`src/rtl/alu_group_sequencer.sv`:
```
// Registered, phase-driven ALU-group sequencer: latches decoded control at DECODE, holds it to COMMIT,
// and iterates multi-cycle ALU ops while stalling the phase generator.
module alu_group_sequencer #(
    parameter int                     OPW        = 4,
    parameter int                     ITERW      = 4,
    parameter logic [(1<<OPW)-1:0]    MULTI_MASK = '0,
    parameter int                     ITER_DEF   = 1
) (
    input  logic           CLK,
    input  logic           RESET,
    input  logic [13:0]    INSTRUCTION,
    input  logic           GROUP_VALID,
    input  logic           DECODE,
    input  logic           EXECUTE,
    input  logic           COMMIT,
    output logic [3:0]     REG_SEQX,
    output logic [1:0]     REGA_ADDRX,
    output logic [2:0]     REGB_ADDRX,
    output logic [OPW-1:0] ALU_OPX,
    output logic           CCL_LD,
    output logic [2:0]     ALUA_SRCX,
    output logic [2:0]     ALUB_SRCX,
    output logic           ALU_STEP,
    output logic           STALL,
    output logic           DONE
);

    // Operation / mode encodings
    localparam logic [3:0] OP_MOV = 4'h1;
    localparam logic [3:0] OP_CMP = 4'h6;
    localparam logic [3:0] OP_BIT = 4'h7;

    localparam logic [1:0] MODE_ALU_REG_REG = 2'd0;
    localparam logic [1:0] MODE_ALU_REG_U4  = 2'd1;
    localparam logic [1:0] MODE_ALU_REGA_U8 = 2'd2;
    localparam logic [1:0] MODE_ALU_REGA_S8 = 2'd3;

    localparam logic [3:0] REG_SEQX_NONE    = 4'd0;
    localparam logic [3:0] REG_SEQX_RDA_IMM = 4'd1;
    localparam logic [3:0] REG_SEQX_RDA_RDB = 4'd2;
    localparam logic [3:0] REG_SEQX_LDA_IMM = 4'd3;
    localparam logic [3:0] REG_SEQX_LDA_RDB = 4'd4;
    localparam logic [3:0] REG_SEQX_UPA_IMM = 4'd5;
    localparam logic [3:0] REG_SEQX_UPA_RDB = 4'd6;

    localparam logic [1:0] REGA_ADDRX_ARGA = 2'd0;
    localparam logic [1:0] REGA_ADDRX_RA   = 2'd1;
    localparam logic [2:0] REGB_ADDRX_ARGB = 3'd0;
    localparam logic [2:0] REGB_ADDRX_RB   = 3'd1;

    localparam logic [2:0] ALUA_SRCX_REG_A = 3'd0;
    localparam logic [2:0] ALUB_SRCX_REG_B = 3'd0;
    localparam logic [2:0] ALUB_SRCX_U4    = 3'd1;
    localparam logic [2:0] ALUB_SRCX_U8    = 3'd2;
    localparam logic [2:0] ALUB_SRCX_S8    = 3'd3;

    localparam int MAX_N = (1 << ITERW) - 1;

    typedef enum logic [1:0] {S_IDLE, S_ARMED, S_ITER, S_WAIT_C} state_t;

    state_t           state_q, state_d;
    logic [ITERW-1:0] cnt_q, cnt_d, n_load;
    logic             ccl_q;
    logic             accept, release_ctl, step, stall, final_step, done_d;

    logic [OPW-1:0]   op;
    logic [1:0]       mode;
    logic             is_imm, multi;
    logic [3:0]       dec_seq;
    logic [1:0]       dec_rega;
    logic [2:0]       dec_regb, dec_alub;
    int               n_int;
    logic             unused_ok;

    assign op        = INSTRUCTION[13 -: OPW];
    assign mode      = INSTRUCTION[9:8];
    assign is_imm    = (mode != MODE_ALU_REG_REG);
    assign multi     = MULTI_MASK[op];
    assign unused_ok = ^INSTRUCTION[7:4];

    // Decode of the instruction presented at DECODE; captured into the control registers on accept
    always_comb begin
        dec_seq  = is_imm ? REG_SEQX_UPA_IMM : REG_SEQX_UPA_RDB;
        dec_rega = REGA_ADDRX_ARGA;
        dec_regb = REGB_ADDRX_ARGB;
        dec_alub = ALUB_SRCX_REG_B;
        if (op == OPW'(OP_CMP) || op == OPW'(OP_BIT))
            dec_seq = is_imm ? REG_SEQX_RDA_IMM : REG_SEQX_RDA_RDB;
        else if (op == OPW'(OP_MOV))
            dec_seq = is_imm ? REG_SEQX_LDA_IMM : REG_SEQX_LDA_RDB;
        case (mode)
            MODE_ALU_REG_U4:  dec_alub = ALUB_SRCX_U4;
            MODE_ALU_REGA_U8: begin
                dec_rega = REGA_ADDRX_RA;
                dec_alub = ALUB_SRCX_U8;
            end
            MODE_ALU_REGA_S8: begin
                dec_rega = REGA_ADDRX_RA;
                dec_regb = REGB_ADDRX_RB;
                dec_alub = ALUB_SRCX_S8;
            end
            default: dec_alub = ALUB_SRCX_REG_B;
        endcase
    end

    // Iteration count, clamped to [1, MAX_N]
    always_comb begin
        n_int = 1;
        if (multi) begin
            if (mode == MODE_ALU_REG_U4)
                n_int = (INSTRUCTION[3:0] == 4'd0) ? 1 : int'(INSTRUCTION[3:0]);
            else
                n_int = ITER_DEF;
        end
        if (n_int < 1)     n_int = 1;
        if (n_int > MAX_N) n_int = MAX_N;
        n_load = n_int[ITERW-1:0];
    end

    always_comb begin
        state_d     = state_q;
        cnt_d       = cnt_q;
        accept      = 1'b0;
        release_ctl = 1'b0;
        step        = 1'b0;
        stall       = 1'b0;
        final_step  = 1'b0;
        done_d      = 1'b0;
        case (state_q)
            S_IDLE: begin
                if (DECODE && GROUP_VALID) begin
                    accept  = 1'b1;
                    cnt_d   = n_load;
                    state_d = S_ARMED;
                end
            end
            S_ARMED: begin
                if (EXECUTE) begin
                    step = 1'b1;
                    if (cnt_q <= ITERW'(1)) begin
                        final_step = 1'b1;
                        state_d    = S_WAIT_C;
                    end else begin
                        stall   = 1'b1;
                        cnt_d   = cnt_q - ITERW'(1);
                        state_d = S_ITER;
                    end
                end
            end
            S_ITER: begin
                // Iterations run on their own; EXECUTE is frozen by STALL
                step  = 1'b1;
                cnt_d = cnt_q - ITERW'(1);
                if (cnt_q <= ITERW'(1)) begin
                    final_step = 1'b1;
                    state_d    = S_WAIT_C;
                end else begin
                    stall = 1'b1;
                end
            end
            S_WAIT_C: begin
                if (COMMIT) begin
                    done_d = 1'b1;
                    if (DECODE && GROUP_VALID) begin
                        accept  = 1'b1;
                        cnt_d   = n_load;
                        state_d = S_ARMED;
                    end else begin
                        release_ctl = 1'b1;
                        state_d     = S_IDLE;
                    end
                end
            end
            default: state_d = S_IDLE;
        endcase
    end

    always_ff @(posedge CLK) begin
        if (RESET) begin
            state_q    <= S_IDLE;
            cnt_q      <= '0;
            ccl_q      <= 1'b0;
            DONE       <= 1'b0;
            REG_SEQX   <= REG_SEQX_NONE;
            REGA_ADDRX <= REGA_ADDRX_ARGA;
            REGB_ADDRX <= REGB_ADDRX_ARGB;
            ALU_OPX    <= '0;
            ALUA_SRCX  <= ALUA_SRCX_REG_A;
            ALUB_SRCX  <= ALUB_SRCX_REG_B;
        end else begin
            state_q <= state_d;
            cnt_q   <= cnt_d;
            DONE    <= done_d;
            if (accept) begin
                ccl_q      <= (op != OPW'(OP_MOV));
                REG_SEQX   <= dec_seq;
                REGA_ADDRX <= dec_rega;
                REGB_ADDRX <= dec_regb;
                ALU_OPX    <= op;
                ALUA_SRCX  <= ALUA_SRCX_REG_A;
                ALUB_SRCX  <= dec_alub;
            end else if (release_ctl) begin
                ccl_q      <= 1'b0;
                REG_SEQX   <= REG_SEQX_NONE;
                REGA_ADDRX <= REGA_ADDRX_ARGA;
                REGB_ADDRX <= REGB_ADDRX_ARGB;
                ALU_OPX    <= '0;
                ALUA_SRCX  <= ALUA_SRCX_REG_A;
                ALUB_SRCX  <= ALUB_SRCX_REG_B;
            end
        end
    end

    assign ALU_STEP = step;
    assign STALL    = stall;
    assign CCL_LD   = ccl_q & step & final_step;

endmodule

```
`config.mk`:
```
export PLATFORM = sky130hd
export DESIGN_NAME = alu_group_sequencer
export DESIGN_NICKNAME = d
export VERILOG_FILES = /design/src/rtl/alu_group_sequencer.sv
export SDC_FILE = /design/constraint.sdc
export NUM_CORES = 1
export LEC_CHECK = 0
export ABC_AREA = 1
export BUFFER_PORTS_ARGS = -buffer_cell sky130_fd_sc_hd__buf_4
export CORE_ASPECT_RATIO = 1.75
export CORE_UTILIZATION = 48
export CTS_BUF_LIST = sky130_fd_sc_hd__clkbuf_4 sky130_fd_sc_hd__clkbuf_8 sky130_fd_sc_hd__clkbuf_16
export DETAILED_ROUTE_END_ITERATION = 7
export HOLD_SLACK_MARGIN = 0.06
export PLACE_DENSITY = 0.78
export SYNTH_ARGS = -nofsm -noshare
export SYNTH_HDL_FRONTEND = slang
export SYNTH_SLANG_ARGS = --single-unit
```
`constraint.sdc`:
```
create_clock -name CLK -period 1.7 [get_ports CLK]
set_clock_uncertainty 0.05 [all_clocks]
set_input_delay 0.34 -clock CLK [delete_from_list [all_inputs] [get_ports CLK]]
set_output_delay 0.34 -clock CLK [all_outputs]
set_load 0.005 [all_outputs]
```
==> Implementation_results.wiki, run 1 <==
{| class="wikitable"
! Metric !! Value
|-
| Setup repair after global routing missed its margin || true
|-
| Worst skew pair latency || 0.25 ns
|-
| Detailed-route DRC error count || 0
|-
| Terminating pin of the worst hold path || DONE$_SDFF_PP0_
|-
| Area of the core || 2300 um2
|-
| Post-placement setup slack || -0.0218 ns
|-
| GRT Residual Overflow || 0
|-
| Share of post-route cells with drive strength above 1 || 45.1%
|-
| Final setup violation count || 3
|-
| Most frequent cells in the layout || buf_4, nand2_1, dfxtp_1
|-
| Worst min-delay path category || in -> reg
|-
| Final #Nets || 222
|-
| Number of antenna violations at the first check in global routing || 0
|-
| Summed area of non-filler cells in the final layout || 1530 um2
|-
| Number of core rows || 23
|-
| Count of flip-flops with a built-in enable after synthesis || 0
|-
| # IOs || 43
|-
| Adder-cell area share of the yosys netlist || 8.57%
|-
| VDD IR max || 1.07 mV
|-
| Number of pins with negative max-slew slack in the final report || 0
|-
| Total CTS buffers || 3
|-
| Highest routing layer actually used || met4
|-
| Starting density of the core || 50.7%
|-
| Crit Path Max Fanout || 3
|-
| Count of distinct cell types in the synthesized netlist || 24
|-
| Post-route core utilization || 66.4%
|-
| Worst Path Class, Setup || reg -> out
|-
| Dominant combinational cell family by area after synthesis || simple AND/OR/NAND/NOR gates
|-
| Final WS setup || -0.0904 ns
|-
| Met1 routed wirelength after detailed routing || 935 um
|-
| DRT Pass-1 Iters || 4
|-
| Total Negative Setup Slacks || -0.175 ns
|-
| Final hold violation count || 0
|-
| Remaining antenna violation count after routing || 0
|-
| Failing checks || negative setup slack
|-
| Count of cells along the worst hold path || 3
|-
| Routed wire length || 2450 um
|-
| Fraction of the yosys area taken by sequential cells || 32.6%
|-
| Cells on worst reg2reg path || 9
|-
| Detailed-route vias per instance || 4.90
|-
| PwrDens || 1640 nW/um2
|-
| R2r setup slk || 0.11 ns
|-
| Max incr delay on CP || 0.36 ns
|-
| Data required time of the critical path || 1.31 ns
|-
| Met2 routed wirelength || 1350 um
|-
| Port buffer count || 26
|-
| Critical path endpoint category || output pin
|-
| Netlist area before placement || 1170 um2
|-
| Worst EP arrival || 1.40 ns
|-
| Routed len/inst || 11.2 um
|-
| Longest Clk Path Bufs || 2
|-
| Die area || 2640 um2
|-
| Average cell area after synthesis || 7.48 um2
|-
| X dimension of the die || 39.3 um
|-
| LEAKAGE || 0.714 nW
|-
| Maximum number of pins on one net before global-route repair || 16
|-
| Final total power || 2.51 mW
|-
| Most frequent standard cell in the layout excluding fill and tap cells || buf_4
|-
| Cell at the slowest stage of the critical path || dfxtp_2
|-
| Clock tree from TritonCTS || yes
|-
| First-pass GRT wire length || 3860 um
|-
| Cell mode on critical path || inv_4
|-
| Async set-or-reset flop fraction in the synthesized netlist || 0%
|-
| CTS sink cnt || 19
|-
| Share of the clock period used by the worst path after layout || 105%
|-
| Status || finished with violations
|-
| Number of antenna repair diodes || 0
|-
| Beginning of the worst hold path || COMMIT
|-
| Routability congestion estimate || 0.831
|-
| Ordered cell list for the critical path || inv_4 -> ha_4 -> inv_4 -> a21oi_4 -> a21boi_2 -> buf_4
|-
| Source of the worst register-to-register timing path || state_q[1]$_SDFFE_PP0P_
|-
| Synthesized-area fraction occupied by ao, oa, aoi and oai cells || 11.8%
|-
| Max-cap violation count || 0
|-
| Number of global-route vias before repair || 996
|-
| Launching element type of the critical path || register
|-
| Shortest clock period the worst path allows after layout || 1.79 ns
|-
| Fmax || 559 MHz
|-
| Clock input transition at the sequential cells of the worst setup and hold paths || 0.07 ns
|-
| Area growth from synthesis to final layout || 30.9%
|-
| Die outline height || 67.2 um
|-
| DR iter-0 viols || 18
|-
| Cell at the root of the clock tree || clkbuf_8
|-
| Primary flip-flop cell chosen by synthesis mapping || dfxtp_1
|-
| RR Endpoint || cnt_q[0]$_SDFFE_PP0P_
|-
| Gate count of the mapped netlist || 156
|-
| Gr usage total || 20.3%
|-
| Share of synthesized cell area in and, or, nand and nor gates || 32.6%
|-
| Placement Cell Area || 1370 um2
|-
| Share of cell area taken by muxes after synthesis || 0%
|-
| Number of H-tree branching levels || 1
|-
| HPWL after detailed placement || 1760 um
|-
| Number of warnings printed during yosys synthesis || 0
|-
| Cts-stage hold buffer count || 0
|-
| DR vias || 1069
|-
| Xor and xnor area share after synthesis || 0.750%
|-
| DR WL met3 || 120 um
|-
| #FFs+latches synth || 19
|}
## registers in the layout, indices dropped and copies added (netlist names)
name / cells
ALUB_SRCX: 2
REGB_ADDRX: 1
ccl_q: 1
state_q: 2
DONE: 1
REG_SEQX: 3
ALU_OPX: 4
REGA_ADDRX: 1
cnt_q: 4
## where the power goes
part           leakage [nW]  switching (mW)  internal [mW]
clock                0.0255           0.153          0.163
combinational         0.533           0.861          0.693
sequential            0.156          0.0812          0.559
## metrics by stage
| stage | std cells | hold slack (ns) |
|---|---|---|
| after global placement | 209 | 0.403 |
| after floorplan | 163 | 0.352 |
| after global routing | 218 | 0.300 |
| final | 218 | 0.295 |
| after CTS | 217 | 0.294 |
| after detailed placement | 209 | 0.406 |
## routing by layer
| metal | vias to the layer above | track usage, % |
|---|---|---|
| li1 | 542 | - |
| met1 | 489 | 21.0 |
| met2 | 32 | 36.9 |
| met3 | 6 | 3.62 |
| met4 | 0 | 9.91 |
| met5 | - | 0 |
## cells in the mapped netlist, types with 2 or more instances
cell type	n	area, um2
a21oi_1	5	25.0
a21oi_2	11	96.3
buf_4	8	60.1
dfxtp_1	19	380
ha_1	8	100
inv_1	17	63.8
inv_2	2	7.51
nand2_1	35	131
nand2_2	13	81.3
nand3_1	9	45.0
nand4_1	2	12.5
nor2_1	13	48.8
nor2_2	2	12.5
nor3_1	2	10.0
## worst max path at each step
stage | start | endpoint | slack, ns | cells after the start
CTS | state_q[1]$_SDFFE_PP0P_ | STALL | -0.07 | 6
global placement | state_q[1]$_SDFFE_PP0P_ | STALL | 0.02 | 6
finish | state_q[1]$_SDFFE_PP0P_ | STALL | -0.09 | 6
detailed placement | state_q[1]$_SDFFE_PP0P_ | STALL | -0.02 | 6
floorplan | state_q[0]$_SDFFE_PP0P_ | STALL | 0.009 | 5
global route | state_q[1]$_SDFFE_PP0P_ | CCL_LD | -0.14 | 7
## logic make-up after synthesis
| logic type | Yosys count |
|---|---|
| simple gates | 80 |
| other cells | 1 |
| xor+xnor | 1 |
| buf+inv | 29 |
| fa+ha+maj | 8 |
| flops | 19 |
| compound gates | 18 |
## final cells by class
cell class / count / area [um2]
Clock buffer: 3 / 41.3
Clock inverter: 1 / 5.00
Fill cell: 210 / 774
Inverter: 19 / 78.8
Multi-Input combinational cell: 115 / 717
Sequential cell: 19 / 384
Tap cell: 25 / 31.3
Timing Repair Buffer: 36 / 270
## worst max-delay path: cells and delay by family (launching register included)
family,cells,cell delay [ns]
AO/OA/AOI/OAI,2,0.30
adder cells (fa/ha/maj),1,0.28
flip-flops,1,0.36
buffers and inverters,3,0.21
## repair_timing
| action | 4_1_cts | 5_1_grt |
|---|---|---|
| gates cloned | 0 | 0 |
| hold endpoints to repair | 0 | 0 |
| pin swaps | 2 | 1 |
| setup endpoints to repair | 3 | 4 |
| buffers inserted | 4 | 1 |
| gates resized for setup | 19 | 3 |
Power figures use the tool's default switching activity.
==> inputs of run 2 (changes only) <==
==> constraint.sdc (replaced) <==
create_clock -name CLK -period 1.7 [get_ports CLK]
set_clock_uncertainty 0.05 [all_clocks]
set_input_delay 0.085 -clock CLK [delete_from_list [all_inputs] [get_ports CLK]]
set_output_delay 0.085 -clock CLK [all_outputs]
set_load 0.005 [all_outputs]
==> run 2 against run 1 <==
Effect of this change:
- the flow now finishes without violations
- register-to-register slack gained 0.12 ns
- setup slack gained 0.16 ns
- final cell count shrank 3.2%
- count of clock-buffer cells in the layout is the same
- clock power shrank 3%
- total power shrank 15%
- non-clock buffer count shrank 7
- largest cell class unchanged
==> Implementation_results.wiki, run 2 (synthesis results as in run 1) <==
{| class="wikitable"
! Metric !! Value
|-
| Number of core rows || 23
|-
| Detailed-route DRC error count || 0
|-
| Most frequent standard cell in the layout excluding fill and tap cells || nand2_1
|-
| Post-route core utilization || 62.1%
|-
| Final hold violation count || 0
|-
| Routed len/inst || 10.7 um
|-
| Number of H-tree branching levels || 1
|-
| VDD IR max || 1.04 mV
|-
| PwrDens || 1490 nW/um2
|-
| GRT Residual Overflow || 0
|-
| Final WS setup || 0.0675 ns
|-
| Cells on worst reg2reg path || 8
|-
| Crit path max-delay family || flip-flops
|-
| Placement Cell Area || 1340 um2
|-
| Count of cells along the worst hold path || 3
|-
| Gr usage total || 19.3%
|-
| CTS sink cnt || 19
|-
| Post-placement setup slack || 0.0607 ns
|-
| Max incr delay on CP || 0.35 ns
|-
| Dpl cells || 204
|-
| Summed area of non-filler cells in the final layout || 1430 um2
|-
| Final total power || 2.13 mW
|-
| Final #Nets || 215
|-
| Total CTS buffers || 3
|-
| Fmax || 613 MHz
|-
| Final worst hold slack || 0.0673 ns
|-
| Shortest clock period the worst path allows after layout || 1.63 ns
|-
| Worst EP arrival || 1.50 ns
|-
| DR vias || 1006
|-
| Number of setup buffers added after CTS || 0
|-
| Share of the clock period used by the worst path after layout || 96.0%
|-
| Crit Path Max Fanout || 5
|-
| Worst min-delay path category || in -> reg
|-
| Detailed-route vias per instance || 4.77
|-
| Status || finished, final reports clean
|-
| Starting density of the core || 50.7%
|-
| Clock input transition at the sequential cells of the worst setup and hold paths || 0.07 ns
|-
| Number of pins with negative max-slew slack in the final report || 0
|-
| Setup repair after global routing missed its margin || false
|-
| Die area || 2640 um2
|-
| Routed wire length || 2260 um
|-
| Worst skew pair latency || 0.25 ns
|-
| Cell at the slowest stage of the critical path || dfxtp_2
|-
| Cell at the root of the clock tree || clkbuf_8
|-
| Number of antenna repair diodes || 0
|-
| Path length in cells of the critical path || 6
|-
| Area of the core || 2300 um2
|-
| Die outline height || 67.2 um
|-
| Data required time of the critical path || 1.56 ns
|-
| Port buffer count || 26
|-
| Share of post-route cells with drive strength above 1 || 37.1%
|-
| Launching element type of the critical path || register
|-
| Remaining antenna violation count after routing || 0
|-
| Clock tree from TritonCTS || yes
|-
| Number of cells in the finished layout apart from fillers || 211
|-
| HPWL after detailed placement || 1740 um
|-
| Total Negative Setup Slacks || 0 ns
|-
| Maximum number of pins on one net before global-route repair || 16
|-
| DR iter-0 viols || 4
|-
| Number of global-route vias before repair || 964
|-
| Area growth from synthesis to final layout || 22.5%
|-
| DRT Pass-1 Iters || 3
|-
| First-pass GRT wire length || 3710 um
|-
| Critical path buffer and inverter count || 3
|-
| Critical path endpoint category || output pin
|-
| Number of antenna violations at the first check in global routing || 0
|-
| X dimension of the die || 39.3 um
|-
| Worst Path Class, Setup || reg -> out
|-
| # IOs || 43
|-
| Largest registers || ALU_OPX (4), cnt_q (4), REG_SEQX (3)
|-
| Max-cap violation count || 0
|-
| Routability congestion estimate || 0.791
|-
| Final setup violation count || 0
|-
| Longest Clk Path Bufs || 2
|-
| Ordered cell list for the critical path || inv_2 -> ha_4 -> inv_1 -> a21oi_2 -> a21boi_1 -> buf_4
|-
| LEAKAGE || 0.676 nW
|-
| Most frequent cells in the layout || nand2_1, buf_4, dfxtp_1
|}
## run 2: what timing repair did
action                                  4_1_cts  5_1_grt
endpoints found under the setup margin        3        2
resized for setup                             6        2
hold endpoints to repair                      3        0
hold buffers                                  3        0
## run 2: report_power, final
group | total [mW] | switching (mW) | internal [mW]
registers | 0.644 | 0.0865 | 0.557
clock network | 0.305 | 0.142 | 0.163
logic | 1.19 | 0.707 | 0.479
## run 2: cell type report
class | instances | area [um2]
Fill cell | 224 | 872
Clock buffer | 3 | 41.3
Multi-Input combinational cell | 115 | 673
Clock inverter | 1 | 5.00
Timing Repair Buffer | 29 | 225
Inverter | 19 | 71.3
Tap cell | 25 | 31.3
Sequential cell | 19 | 383
## run 2: path summary, 6_finish.rpt
path | start | endpoint | slack, ns
hold / removal | INSTRUCTION[13] | ALU_OPX[3]$_SDFFE_PP0P_ | 0.07
setup reg to reg | state_q[1]$_SDFFE_PP0P_ | cnt_q[3]$_SDFFE_PP0P_ | 0.23
setup / recovery | state_q[0]$_SDFFE_PP0P_ | STALL | 0.07
hold reg to reg | ALU_OPX[3]$_SDFFE_PP0P_ | ALU_OPX[3]$_SDFFE_PP0P_ | 0.42
## run 2: layer usage
layer | routed length, um | vias up | global-route usage [%]
met5 | 0 | - | 0
met4 | 41 | 0 | 9.48
met3 | 92 | 6 | 2.63
met2 | 1240 | 23 | 36.3
met1 | 882 | 449 | 19.2
li1 | - | 528 | -
## run 2: worst reg2reg max path: stages, from the launching register on
cell and delay (ns):
dfxtp_2 0.35, inv_2 0.07, ha_1 0.22, nand2_1 0.10, nand2_1 0.11, nor2_4 0.18, nand2_4 0.09, o21ai_2 0.14
nor2_1 0.06
